**src/rtl/lcd_timing_gen.sv**
```systemverilog
// rtl/lcd_timing_gen.sv - parametrised LCD raster timing generator with backlight PWM
//
// Generates HSYNC/VSYNC/DEN, pixel coordinates and line/frame strobes from
// porch/sync parameters. A run/stop request stops scanning only at a frame
// boundary. A free-running PWM drives the backlight, and its duty is taken
// only at period boundaries.
//
// Ports:
//   CLK          pixel clock (only clock)
//   RST_IN       synchronous active-low reset
//   EN           run request
//   PWM_DUTY     backlight on-count per PWM period
//   LCD_HSYNC    horizontal sync, active level HS_POL
//   LCD_VSYNC    vertical sync, active level VS_POL
//   LCD_DEN      data enable, active-high
//   LCD_PWM      backlight PWM output
//   X, Y         active pixel column/line, 0 outside the active area
//   LINE_START   pulse at the first pixel of each active line
//   FRAME_START  pulse at pixel (0,0)
//   RUNNING      high while scanning (RUN or DRAIN)
module lcd_timing_gen #(
  parameter int H_ACTIVE = 480,
  parameter int H_FP     = 2,
  parameter int H_SYNC   = 41,
  parameter int H_BP     = 2,
  parameter int V_ACTIVE = 272,
  parameter int V_FP     = 2,
  parameter int V_SYNC   = 10,
  parameter int V_BP     = 2,
  parameter int HS_POL   = 0,
  parameter int VS_POL   = 0,
  parameter int CW       = 11,
  parameter int PWM_BITS = 8
) (
  input  logic                CLK,
  input  logic                RST_IN,
  input  logic                EN,
  input  logic [PWM_BITS-1:0] PWM_DUTY,
  output logic                LCD_HSYNC,
  output logic                LCD_VSYNC,
  output logic                LCD_DEN,
  output logic                LCD_PWM,
  output logic [CW-1:0]       X,
  output logic [CW-1:0]       Y,
  output logic                LINE_START,
  output logic                FRAME_START,
  output logic                RUNNING
);

  localparam int H_TOTAL = H_ACTIVE + H_FP + H_SYNC + H_BP;
  localparam int V_TOTAL = V_ACTIVE + V_FP + V_SYNC + V_BP;

  localparam logic [CW-1:0] H_LAST   = CW'(H_TOTAL - 1);
  localparam logic [CW-1:0] V_LAST   = CW'(V_TOTAL - 1);
  localparam logic [CW-1:0] H_ACT    = CW'(H_ACTIVE);
  localparam logic [CW-1:0] V_ACT    = CW'(V_ACTIVE);
  localparam logic [CW-1:0] HS_START = CW'(H_ACTIVE + H_FP);
  localparam logic [CW-1:0] HS_END   = CW'(H_ACTIVE + H_FP + H_SYNC);
  localparam logic [CW-1:0] VS_START = CW'(V_ACTIVE + V_FP);
  localparam logic [CW-1:0] VS_END   = CW'(V_ACTIVE + V_FP + V_SYNC);
  localparam logic          HS_ON    = (HS_POL != 0);
  localparam logic          VS_ON    = (VS_POL != 0);

  typedef enum logic [1:0] {S_IDLE, S_RUN, S_DRAIN} state_t;

  state_t state_q, state_d;
  logic [CW-1:0] h_q, h_d, v_q, v_d;
  logic [CW-1:0] x_q, x_d, y_q, y_d;
  logic hsync_q, hsync_d, vsync_q, vsync_d, den_q, den_d;
  logic line_start_q, line_start_d, frame_start_q, frame_start_d;
  logic running_q, running_d;
  logic [PWM_BITS-1:0] p_q, p_d, duty_q, duty_d;
  logic pwm_q, pwm_d;
  logic h_wrap, frame_end;

  always_comb begin
    state_d   = state_q;
    h_d       = h_q;
    v_d       = v_q;
    h_wrap    = (h_q == H_LAST);
    frame_end = h_wrap && (v_q == V_LAST);

    case (state_q)
      S_IDLE: begin
        h_d = '0;
        v_d = '0;
        if (EN) state_d = S_RUN;
      end
      S_RUN, S_DRAIN: begin
        if (h_wrap) begin
          h_d = '0;
          v_d = (v_q == V_LAST) ? '0 : v_q + 1'b1;
        end else begin
          h_d = h_q + 1'b1;
        end
        if (state_q == S_RUN) begin
          if (!EN) state_d = S_DRAIN;
        end else if (EN) begin
          // Re-arming while draining keeps the raster running untouched.
          state_d = S_RUN;
        end else if (frame_end) begin
          state_d = S_IDLE;
          h_d     = '0;
          v_d     = '0;
        end
      end
      default: begin
        state_d = S_IDLE;
        h_d     = '0;
        v_d     = '0;
      end
    endcase

    // Outputs are decoded from the next (h,v) so the registered values line
    // up with the counters in the same cycle.
    running_d     = (state_d != S_IDLE);
    den_d         = running_d && (h_d < H_ACT) && (v_d < V_ACT);
    hsync_d       = (running_d && (h_d >= HS_START) && (h_d < HS_END)) ? HS_ON : ~HS_ON;
    vsync_d       = (running_d && (v_d >= VS_START) && (v_d < VS_END)) ? VS_ON : ~VS_ON;
    x_d           = den_d ? h_d : '0;
    y_d           = den_d ? v_d : '0;
    line_start_d  = running_d && (h_d == '0) && (v_d < V_ACT);
    frame_start_d = running_d && (h_d == '0) && (v_d == '0);

    // Duty is sampled only as the counter wraps, so a period never sees a
    // partial update.
    p_d    = p_q + 1'b1;
    duty_d = (p_d == '0) ? PWM_DUTY : duty_q;
    pwm_d  = (p_d < duty_d);
  end

  always_ff @(posedge CLK) begin
    if (!RST_IN) begin
      state_q       <= S_IDLE;
      h_q           <= '0;
      v_q           <= '0;
      x_q           <= '0;
      y_q           <= '0;
      hsync_q       <= ~HS_ON;
      vsync_q       <= ~VS_ON;
      den_q         <= 1'b0;
      line_start_q  <= 1'b0;
      frame_start_q <= 1'b0;
      running_q     <= 1'b0;
      p_q           <= '0;
      duty_q        <= '0;
      pwm_q         <= 1'b0;
    end else begin
      state_q       <= state_d;
      h_q           <= h_d;
      v_q           <= v_d;
      x_q           <= x_d;
      y_q           <= y_d;
      hsync_q       <= hsync_d;
      vsync_q       <= vsync_d;
      den_q         <= den_d;
      line_start_q  <= line_start_d;
      frame_start_q <= frame_start_d;
      running_q     <= running_d;
      p_q           <= p_d;
      duty_q        <= duty_d;
      pwm_q         <= pwm_d;
    end
  end

  assign LCD_HSYNC   = hsync_q;
  assign LCD_VSYNC   = vsync_q;
  assign LCD_DEN     = den_q;
  assign LCD_PWM     = pwm_q;
  assign X           = x_q;
  assign Y           = y_q;
  assign LINE_START  = line_start_q;
  assign FRAME_START = frame_start_q;
  assign RUNNING     = running_q;

endmodule
```
**config.mk**
```make
export PLATFORM = sky130hd
export DESIGN_NAME = lcd_timing_gen
export DESIGN_NICKNAME = d
export VERILOG_FILES = /design/src/rtl/lcd_timing_gen.sv
export SDC_FILE = /design/constraint.sdc
export NUM_CORES = 1
export LEC_CHECK = 0
export ABC_AREA = 1
export CAP_MARGIN = 20
export CELL_PAD_IN_SITES_DETAIL_PLACEMENT = 0
export CELL_PAD_IN_SITES_GLOBAL_PLACEMENT = 1
export CORE_ASPECT_RATIO = 0.9
export CORE_UTILIZATION = 44
export DETAILED_ROUTE_END_ITERATION = 16
export GPL_TIMING_DRIVEN = 0
export HOLD_SLACK_MARGIN = 0.03
export PLACE_DENSITY = 0.87
export SKIP_LAST_GASP = 1
export SYNTH_ARGS = -nofsm -noshare
export SYNTH_HDL_FRONTEND = slang
export SYNTH_SLANG_ARGS = --single-unit
```
**constraint.sdc**
```tcl
create_clock -name CLK -period 6.4 [get_ports CLK]
set_input_delay 1.92 -clock CLK [delete_from_list [all_inputs] [get_ports CLK]]
set_output_delay 1.92 -clock CLK [all_outputs]
set_load 0.01 [all_outputs]
```
=== Yosys cells after proc, flatten, opt, wreduce, memory -nomap -nowiden ===
Index checks and enable logic that the tools add are counted.

* Register bits: 69
* Bits in latches: 0
* Bits in writable memories: 0
* Memory bits (read-only): 0
* Bits of input ports: 11
* Output and inout port bits: 29
* Word-level logic and storage cells: 65
* Memories: 0

* Add/sub/neg operators: 3
* Multipliers: 0
* Divide/modulo/power cells: 0
* Order comparisons: 7
* Equality and inequality tests: 4
* Shift operators: 0
* Mux-type cells: 20
* Bitwise gates (word level): 0
* Reduce and logical (&&, ||, !) cells: 17

{| class="wikitable"
|+ Operators with widths
! cell !! number
|-
| 2-to-1 mux 11 bit || 11
|-
| less-than comparator 11 x 9 -> 1 bit (second input constant) || 3
|-
| adder 11 x 1 -> 11 bit (second input constant) || 2
|-
| greater-or-equal comparator 11 x 9 -> 1 bit (second input constant) || 2
|-
| zero test 11 bit || 2
|-
| equality test 11 x 10 -> 1 bit (second input constant) || 1
|-
| equality test 11 x 9 -> 1 bit (second input constant) || 1
|-
| less-than comparator 11 x 10 -> 1 bit (second input constant) || 1
|-
| logical AND 1 bit || 10
|-
| 2-to-1 mux 2 bit || 5
|-
| adder 8 x 1 -> 8 bit (second input constant) || 1
|-
| zero test 8 bit || 1
|-
| less-than comparator 8 bit || 1
|-
| 2-to-1 mux 8 bit || 1
|-
| case mux 2 bit (2 select lines) || 1
|-
| equality test 2 x 1 -> 1 bit (second input constant) || 1
|-
| equality test 2 bit (second input constant) || 1
|-
| zero test 2 bit || 1
|-
| 2-to-1 mux 1 bit || 2
|-
| AND reduction 2 bit || 1
|-
| nonzero test 2 bit || 1
|-
| OR reduction 2 bit || 1
|}

=== Longest topological paths before layout ===
Gate-level depths: netlist (run 1).

* Depth in word-level cells: 11
* Mapped depth: 15
* Depth with buffers taken out: 14

=== Worst setup path before layout (run 1) ===
No wires, ideal clock.

* Kind: input to register
* From: in EN
* To: reg y_q[2], in the netlist Y[2]
* Setup time: 0.073 ns
* Data arrival time: 2.788 ns
* Required time: 6.327 ns
* Path slack: 3.539 ns
* Stages: 10
* Buffers on the path: 1
* Cell sequence: nor2_1 nand2_1 nand2_1 nand2_1 nand2_1 nand2_1 nand2_1 nand3_4 buf_6 nor3_2

* Word-level cells in the longest chain between the ends: 7
* Elaborated cells on any way between the ends: 17
* Those cells by class: 2 x order compare; 11 x mux; 4 x reduce/logical

{| class="wikitable"
|+ RTL lines
! element !! line !! RTL
|-
| start, declared || 37 || <nowiki>input logic EN,</nowiki>
|-
| 2-to-1 mux 11 bit (tied with other cells) || 98 || <nowiki>end else if (EN) begin</nowiki>
|-
| 2-to-1 mux 11 bit / 2-to-1 mux 2 bit (equally long branches) || 96 || <nowiki>if (state_q == S_RUN) begin</nowiki>
|-
| 2-to-1 mux 11 bit / case mux 2 bit (2 select lines) (equally long branches) || 83 || <nowiki>case (state_q)</nowiki>
|-
| less-than comparator 11 x 9 -> 1 bit / nonzero test 2 bit (equally long branches) || 117, 116 ||
|-
| logical AND 1 bit (2 in series) || 117 || <nowiki>den_d = running_d && (h_d < H_ACT) && (v_d < V_ACT);</nowiki>
|-
| AND reduction 2 bit (no source line) || - ||
|-
| end signal, assigned || 153 || <nowiki>y_q <= y_d;</nowiki>
|-
| end, declared || 68 || <nowiki>logic [CW-1:0] x_q, x_d, y_q, y_d;</nowiki>
|}

Several ways; a longest one is shown, not always the timed one.
A chain may end at the register's enable or synchronous reset.

=== Final worst setup path (run 1) ===
* From: in EN
* To: reg x_q[8], in the netlist X[8]

* Word-level cells in the longest chain between the ends: 7
* Elaborated cells on any way between the ends: 17
* Those cells by class: 2 x order compare; 11 x mux; 4 x reduce/logical

{| class="wikitable"
|+ RTL lines
! element !! line !! RTL
|-
| 2-to-1 mux 11 bit (tied with other cells) || 98 ||
|-
| 2-to-1 mux 11 bit / 2-to-1 mux 2 bit (equally long branches) || 96 ||
|-
| 2-to-1 mux 11 bit / case mux 2 bit (2 select lines) (equally long branches) || 83 ||
|-
| less-than comparator 11 x 9 -> 1 bit / nonzero test 2 bit (equally long branches) || 117, 116 ||
|-
| logical AND 1 bit (2 in series) || 117 ||
|-
| AND reduction 2 bit (no source line) || - ||
|-
| end signal, assigned || 137 || <nowiki>x_q <= '0;</nowiki>
|-
| end signal, assigned || 152 || <nowiki>x_q <= x_d;</nowiki>
|-
| end, declared || 68 ||
|}

Several ways; a longest one is shown, not always the timed one.

==> qor.yml, run 1 <==
run_status:
  status: "completed"
worst_setup_path:
  crit_path_max_incr_delay_ps: 460
  crit_path_frequent_cell: "nand2_1"
  critPathCaptureType: "flop"
  critPathRequiredTime_ps: 6660
  worst-setup-path-type: "input pin to flop"
  critical_path.cell_chain: "clkdlybuf4s50_1, nor2_1, nand2_1, nand2_1, nand2_1, nand2_1, nand2_1, nand2_1, nand3_4, buf_6, nor3_2"
  crit_path_top_delay_cell: "clkdlybuf4s50_1"
  crit_path_max_fanout: 10
  worstSetupStartpointType: "input pin"
  cp_data_arrival_time_ps: 3560
timing:
  slew_headroom_pct: 61.5
  finalHoldViolCount: 0
  finClkSkew_ps: 6.18
  fin_hold_ws_ps: 507
  fmax_mhz: 303
  grt_setup_unrepaired: "no"
  finalSetupViolCount: 0
  finalCriticalPeriod_ps: 3300
  period_share_pct: 51.6
  finalSetupTns_ps: 0
  tightest_slew_ps: 578
  slew_violations: 0
synthesis:
  ys_ff_latch: 69
  netlist.area_leader.share_pct: 39.3
  yosys.area.top_type: "dfxtp_1"
  yosysUniqueCellTypes: 35
  synth.area.top_cells: "dfxtp_1 39%, nand2_1 11%, nor2_1 6.5%"
  synth_area_mm2: 0.00352
  synth_cells: 463
  ys_seq_area_share_pct: 39.3
  syn_avg_cell_area_um2: 7.60
  yosysWarnings: 0
global_route:
  grt_remaining_overflow: 0
  grt_max_degree: 13
  antenna_found_initial: 0
  grt_pass1_wl_mm: 13.7
  grt_pass1_vias: 2936
  track_usage_pct: 21.7
floorplan:
  die_area_mm2: 0.00836
  die_w_um: 96.3
  core_mm2: 0.00766
  num_io_pins: 40
  num_rows: 30
  dieHeight_um: 86.8
  initial_core_util_pct: 45.9
power:
  p_per_area_mw_per_mm2: 213
  ir_drop_mv: 0.173
  p_leak_nw: 1.91
route:
  wl_per_cell_um: 12.7
  via_per_inst: 4.92
  highest_layer: "met4"
  dr.pass1.iters: 4
  wl_met3_um: 460
  detail-route-antenna-nets: 0
  drt_iter0_drc: 189
  wl_met1_mm: 3.71
  drc: 0
  routed_wirelength_mm: 7.82
  vias: 3033
  wl_met2_mm: 3.56
layout:
  final_cell_mix: "106 x nand2_1, 69 x dfxtp_1, 61 x nor2_1"
  nets: 541
  multi_input_area_mm2: 0.00187
  n_fill_cell: 760
  final_layout_size_suffix_gt1_share_pct: 12.3
  antenna_cells: 0
  layout_commonest_cell: "nand2_1"
  areaGrowthSynthToFinish_pct: 20.0
  seq_area_mm2: 0.00138
cts:
  h-tree-depth: 3
  cts_sinks: 69
  cts_buffer_depth: 2
  clk_pin_slew_ps: 80
  clk_latency_ps: 350
  ctsHoldBuffers: 0
  cts_root_buffer: "clkbuf_8"
  cts_resized: 0
  postCtsSetupRepairBufs: 0
  cts_tree: "yes"
  cts_buffers: 9
placement:
  hpwl_mm: 5.99
  gp_routability_congestion: 0.887
  io_buffers: 38
min_path:
  worstHoldPathType: "flop to flop"
flow_run:
  cap_violations: 0
[synthesized netlist by cell type (all sizes together)]
cell type and n:
nand2 113, nor2 70, dfxtp 69, inv 58, nand3 43, nor3 27
ha 15, nand4 15, a21oi 13, xor2 8, mux2i 7, o21ai 6
clkbuf 5, buf 4, clkinv 2, nand3b 2, a21o 1, a31oi 1
conb 1, nor3b 1, o211ai 1, or2 1
[cells by family (layout without fill, tap and decap cells)]
| group | count (synthesis) | in the layout | synth area share (%) |
|---|---|---|---|
| AOI/OAI and AO/OA | 22 | 22 | 3.95 |
| buffers and inverters | 69 | 123 | 7.89 |
| adders and majority gates | 15 | 15 | 5.33 |
| muxes | 7 | 7 | 1.99 |
| and+or+nand+nor | 272 | 272 | 39.5 |
| other | 1 | 4 | 0.107 |
| DFF | 69 | 69 | 39.3 |
| xor gates and xnor gates | 8 | 8 | 1.99 |
[final timing paths]
path         startpoint        end  slack (ps)  depth (start not counted)
max                  EN       X[8]        3100                         11
min           duty_q[1]  duty_q[1]         510                          2
max reg2reg  state_q[0]       X[8]        3710                         10
min reg2reg   duty_q[1]  duty_q[1]         510                          2
[routing by layer]
| layer | vias to the layer above | track usage [%] |
|---|---|---|
| li1 | 1579 | - |
| met1 | 1367 | 28.6 |
| met2 | 78 | 34.3 |
| met3 | 9 | 6.67 |
| met4 | 0 | 5.83 |
| met5 | - | 0 |
[power breakdown]
| group | total, mW | switching [mW] | internal (mW) |
|---|---|---|---|
| registers | 0.446 | 0.00521 | 0.441 |
| clock network | 0.350 | 0.170 | 0.179 |
| logic | 0.102 | 0.0632 | 0.0389 |
| total | 0.897 | 0.239 | 0.659 |
[registers in the layout (all words and copies together) (netlist names)]
| signal | count |
|---|---|
| RUNNING | 1 |
| LCD_VSYNC | 1 |
| p_q | 8 |
| LINE_START | 1 |
| state_q | 2 |
| Y | 11 |
| LCD_DEN | 1 |
| LCD_PWM | 1 |
| duty_q | 8 |
| X | 11 |
| v_q | 11 |
| LCD_HSYNC | 1 |
| h_q | 11 |
| FRAME_START | 1 |
[stage by stage]
stage,cells,power [mW],setup WS [ps],area [um^2],utilization (%)
floorplan,466,0.519,3540,3530,-
global placement,600,0.557,2800,4030,52.6
detailed placement,600,0.559,2750,4030,52.6
CTS,616,0.909,3110,4220,55.1
global route,616,0.943,2950,4220,55.1
finish,616,0.897,3100,4220,55.1
[worst max-delay path: cells and delay by family]
kind / cells / cell delay (ps)
simple gates: 9 / 980
buf+inv: 2 / 660
[final cells by class]
cell class,count,share of cell area (%)
buffer,9,1.22
clock buffer,10,3.02
clock inverter,6,1.51
inverter,60,5.36
multi-input combinational,328,44.3
sequential,69,32.7
tap,96,2.85
timing repair buffer,38,9.01
No activity file was read; power rests on OpenSTA's default activity.
==> run 2: changes to the inputs <==
Settings changed: CORE_UTILIZATION 44 to 41, PLACE_DENSITY 0.87 to 0.82.
Clock period 6.4 ns to 3.45 ns, I/O delays scaled along.
==> run 2 against run 1 <==
Effect of this change:
- clock-buffer cell count is the same
- global-route usage shrank 2.4 points
- final cell count grew 2.9%
- first-iteration DRC count shrank 25%
- non-clock buffer count is the same
- clock skew grew 2.3 ps
- hold slack gained 3.9 ps
- via count shrank 0.92%
- utilization shrank 3.6 points
- sequential share of layout area is essentially flat
- die area grew 7.1%
- highest routed layer unchanged
==> qor.yml, run 2 (synthesis results as in run 1) <==
floorplan:
  dieHeight_um: 89.9
  die_area_mm2: 0.00896
  core_mm2: 0.00818
  die_w_um: 99.6
  initial_core_util_pct: 43.0
  num_io_pins: 40
  num_rows: 31
layout:
  n_fill_cell: 819
  areaGrowthSynthToFinish_pct: 19.9
  final_area_mm2: 0.00422
  seq_area_mm2: 0.00138
  final_core_util_pct: 51.6
  layout_commonest_cell: "nand2_1"
  nets: 541
  instances_no_fill: 634
  final_cell_mix: "106 x nand2_1, 69 x dfxtp_1, 61 x nor2_1"
  multi_input_area_mm2: 0.00187
  antenna_cells: 0
  final_layout_size_suffix_gt1_share_pct: 12.1
route:
  drt_iter0_drc: 141
  wl_met2_mm: 3.52
  wl_per_cell_um: 12.3
  dr.pass1.iters: 5
  highest_layer: "met4"
  vias: 3005
  wl_met3_um: 413
  wl_met1_mm: 3.84
  detail-route-antenna-nets: 0
  routed_wirelength_mm: 7.82
  drc: 0
  via_per_inst: 4.74
run_status:
  status: "completed"
worst_setup_path:
  critical_path.cell_chain: "inv_1, ha_1, clkbuf_1, clkbuf_1, nand3_1, nand3_1, nand3_2, nand2_4, buf_6, nor3_2"
  crit_path_max_incr_delay_ps: 500
  worstSetupStartpointType: "flop"
  critPathRequiredTime_ps: 3690
  crit_path_top_delay_cell: "clkbuf_1"
  cp_data_arrival_time_ps: 2890
  path_delay_family: "buffers and inverters"
  crit_path_max_fanout: 10
  path_buf_inv: 4
  worst-setup-path-type: "flop to flop"
  critPathCaptureType: "flop"
timing:
  tightest_slew_ps: 571
  period_share_pct: 76.7
  finalSetupViolCount: 0
  finalSetupTns_ps: 0
  fmax_mhz: 378
  slew_headroom_pct: 62.0
  grt_setup_unrepaired: "no"
  finalCriticalPeriod_ps: 2650
  finClkSkew_ps: 8.44
  fin_hold_ws_ps: 511
  finalHoldViolCount: 0
  slew_violations: 0
global_route:
  grt_pass1_wl_mm: 13.4
  grt_max_degree: 13
  antenna_found_initial: 0
  track_usage_pct: 19.3
  grt_pass1_vias: 2873
  grt_remaining_overflow: 0
cts:
  cts_sinks: 69
  cts_resized: 0
  cts_root_buffer: "clkbuf_8"
  ctsHoldBuffers: 0
  h-tree-depth: 3
  cts_buffer_depth: 2
  cts_buffers: 9
  postCtsSetupRepairBufs: 0
  clk_pin_slew_ps: 80
  clk_latency_ps: 360
  cts_tree: "yes"
placement:
  gp_routability_congestion: 0.878
  hpwl_mm: 6.00
  placed_cells: 619
  io_buffers: 38
  place_area_mm2: 0.00405
power:
  ir_drop_mv: 0.249
  p_leak_nw: 1.90
  p_per_area_mw_per_mm2: 377
flow_run:
  cap_violations: 0
min_path:
  worstHoldPathType: "flop to flop"
run 2: stage by stage:
step	total power, mW	setup WS, ps
floorplan	0.962	1350
global placement	1.04	723
detailed placement	1.04	724
CTS	1.62	795
global route	1.68	582
finish	1.59	803
run 2: area by class of cell:
cell class              count  share of cell area [%]
clock inverters             5                   0.890
plain buffers               9                    1.22
multi-input cells         328                    44.3
flip-flops and latches     69                    32.7
clock buffers              10                    3.02
well taps                 115                    3.41
inverters                  60                    5.37
repair buffers             38                    9.02
run 2: per-layer routing:
metal	up-vias	GRT usage, %
met3	4	6.61
met4	0	4.78
met2	66	30.4
li1	1585	-
met1	1350	25.3
met5	-	0
run 2: path summary, 6_finish.rpt:
check | slack, ps | endpoint | startpoint | depth (start not counted)
max reg2reg | 800 | Y[2] | state_q[0] | 10
max | 800 | Y[2] | state_q[0] | 10
min reg2reg | 510 | duty_q[3] | duty_q[3] | 2
min | 510 | duty_q[3] | duty_q[3] | 2
run 2: where the power goes:
group	internal, mW	switching [mW]
clock	0.259	0.317
sequential	0.817	0.00953
combinational	0.0721	0.118
total	1.15	0.444
run 2: tightest hold or removal path: stages, from the launching register on:
cell and delay, ps:
dfxtp_1 320, mux2i_1 80, nor2_1 80
==> run 3: changes to the inputs <==
Settings changed: CORE_UTILIZATION 41 to 37, PLACE_DENSITY 0.82 to 0.78.
Clock period 3.45 ns to 2.2 ns, I/O delays scaled along.
==> run 3 against run 2 <==
Effect of this change:
- sequential share of layout area is 2.4 points lower
- cell area is 9.0% higher
- setup slack worse by 700 ps
- critical endpoint is now LCD_PWM
- highest routed layer unchanged
==> qor.yml, run 3 (synthesis results as in run 1) <==
cts:
  clk_latency_ps: 360
  cts_buffers: 9
  cts_tree: "yes"
  ctsHoldBuffers: 0
  cts_root_buffer: "clkbuf_8"
  cts_buffer_depth: 2
  cts_sinks: 69
  clk_pin_slew_ps: 80
  h-tree-depth: 3
route:
  detail-route-antenna-nets: 0
  via_per_inst: 4.75
  dr.pass1.iters: 4
  drt_iter0_drc: 111
  vias: 3128
  drc: 0
  wl_per_cell_um: 12.8
  routed_wirelength_mm: 8.44
placement:
  hpwl_mm: 6.14
  place_ws_ps: -464
  gp_routability_congestion: 0.881
  placed_cells: 626
  io_buffers: 38
floorplan:
  initial_core_util_pct: 38.4
  num_io_pins: 40
  num_rows: 33
  core_mm2: 0.00917
  dieHeight_um: 94.5
  die_w_um: 105
  die_area_mm2: 0.00990
global_route:
  grt_remaining_overflow: 0
  grt_pass1_wl_mm: 13.9
  track_usage_pct: 18.0
  grt_max_degree: 14
  grt_pass1_vias: 2982
  antenna_found_initial: 0
worst_setup_path:
  critPathCaptureType: "flop"
  worst-setup-path-type: "flop to flop"
  crit_path_max_fanout: 8
  worstSetupStartpointType: "flop"
  cp_data_arrival_time_ps: 2380
  critPathRequiredTime_ps: 2480
timing:
  slew_violations: 0
  fmax_mhz: 477
  finalHoldViolCount: 0
  finalCriticalPeriod_ps: 2100
  fin_hold_ws_ps: 507
  fin_ws_ps: 104
  period_share_pct: 95.3
  finalSetupViolCount: 0
  slew_headroom_pct: 63.0
  tightest_slew_ps: 556
  finClkSkew_ps: 11.1
  grt_setup_unrepaired: "yes"
  finalSetupTns_ps: 0
min_path:
  worstHoldPathType: "flop to flop"
layout:
  layout_commonest_cell: "nand2_1"
  antenna_cells: 0
  final_layout_size_suffix_gt1_share_pct: 22.7
  areaGrowthSynthToFinish_pct: 30.7
  instances_no_fill: 659
  final_core_util_pct: 50.2
  nets: 558
  final_cell_mix: "97 x nand2_1, 63 x dfxtp_1, 56 x nor2_1"
run_status:
  status: "completed"
power:
  p_per_area_mw_per_mm2: 589
  p_leak_nw: 2.01
  ir_drop_mv: 0.408
flow_run:
  cap_violations: 0
## run 3: changes by cell type in the layout (fill, tap and decap cells not counted), sizes merged
cell,delta
buf,+18
clkbuf,-2
bufinv,+1
clkinvlp,+1
## run 3: final cells by class
cell class / instances / area [um^2]
Clock buffer: 9 / 124
Buffer: 8 / 66.3
Clock inverter: 7 / 75.1
Fill cell: 937 / 4570
Tap cell: 122 / 153
Multi-Input combinational cell: 328 / 2030
Timing Repair Buffer: 56 / 523
Sequential cell: 69 / 1400
Inverter: 60 / 230
## run 3: through the flow
step / power, mW / cell area, um^2
after global placement: 1.63 / 4060
final: 2.71 / 4600
after global routing: 2.84 / 4600
after floorplan: 1.51 / 3530
after CTS: 2.71 / 4360
after detailed placement: 1.63 / 4060
## run 3: worst max-delay path: stages, from the launching register on
cell and delay (ps):
dfxtp_4 370, ha_4 180, nand3_1 80, nand2_1 60, nand2_2 80, nand2_2 60, nor2_4 130, nand3_4 170
mux2i_2 210, ha_1 320, a21oi_2 120, o211ai_1 100, a21oi_1 140
## run 3: worst paths after layout
| check | depth (start not counted) | from | to | slack (ps) |
|---|---|---|---|---|
| min reg2reg | 2 | duty_q[5] | duty_q[5] | 510 |
| max reg2reg | 12 | p_q[0] | LCD_PWM | 100 |
| min | 2 | duty_q[5] | duty_q[5] | 510 |
| max | 12 | p_q[0] | LCD_PWM | 100 |
## run 3: metal layers
layer,global-route usage [%],vias to the layer above,wire length [um]
li1,-,1622,-
met1,22.1,1446,4050
met2,30.2,55,3950
met3,5.04,5,385
met4,6.57,0,59
met5,0,-,0
## run 3: what timing repair did
action,in CTS,in global routing
buffers inserted,6,12
endpoints found under the setup margin,24,22
gates resized for setup,19,42
pin swaps,5,19
## run 3: power by group
part	total (mW)	internal [mW]	switching, mW
clock	1.06	0.526	0.531
sequential	1.30	1.28	0.0175
combinational	0.351	0.151	0.200
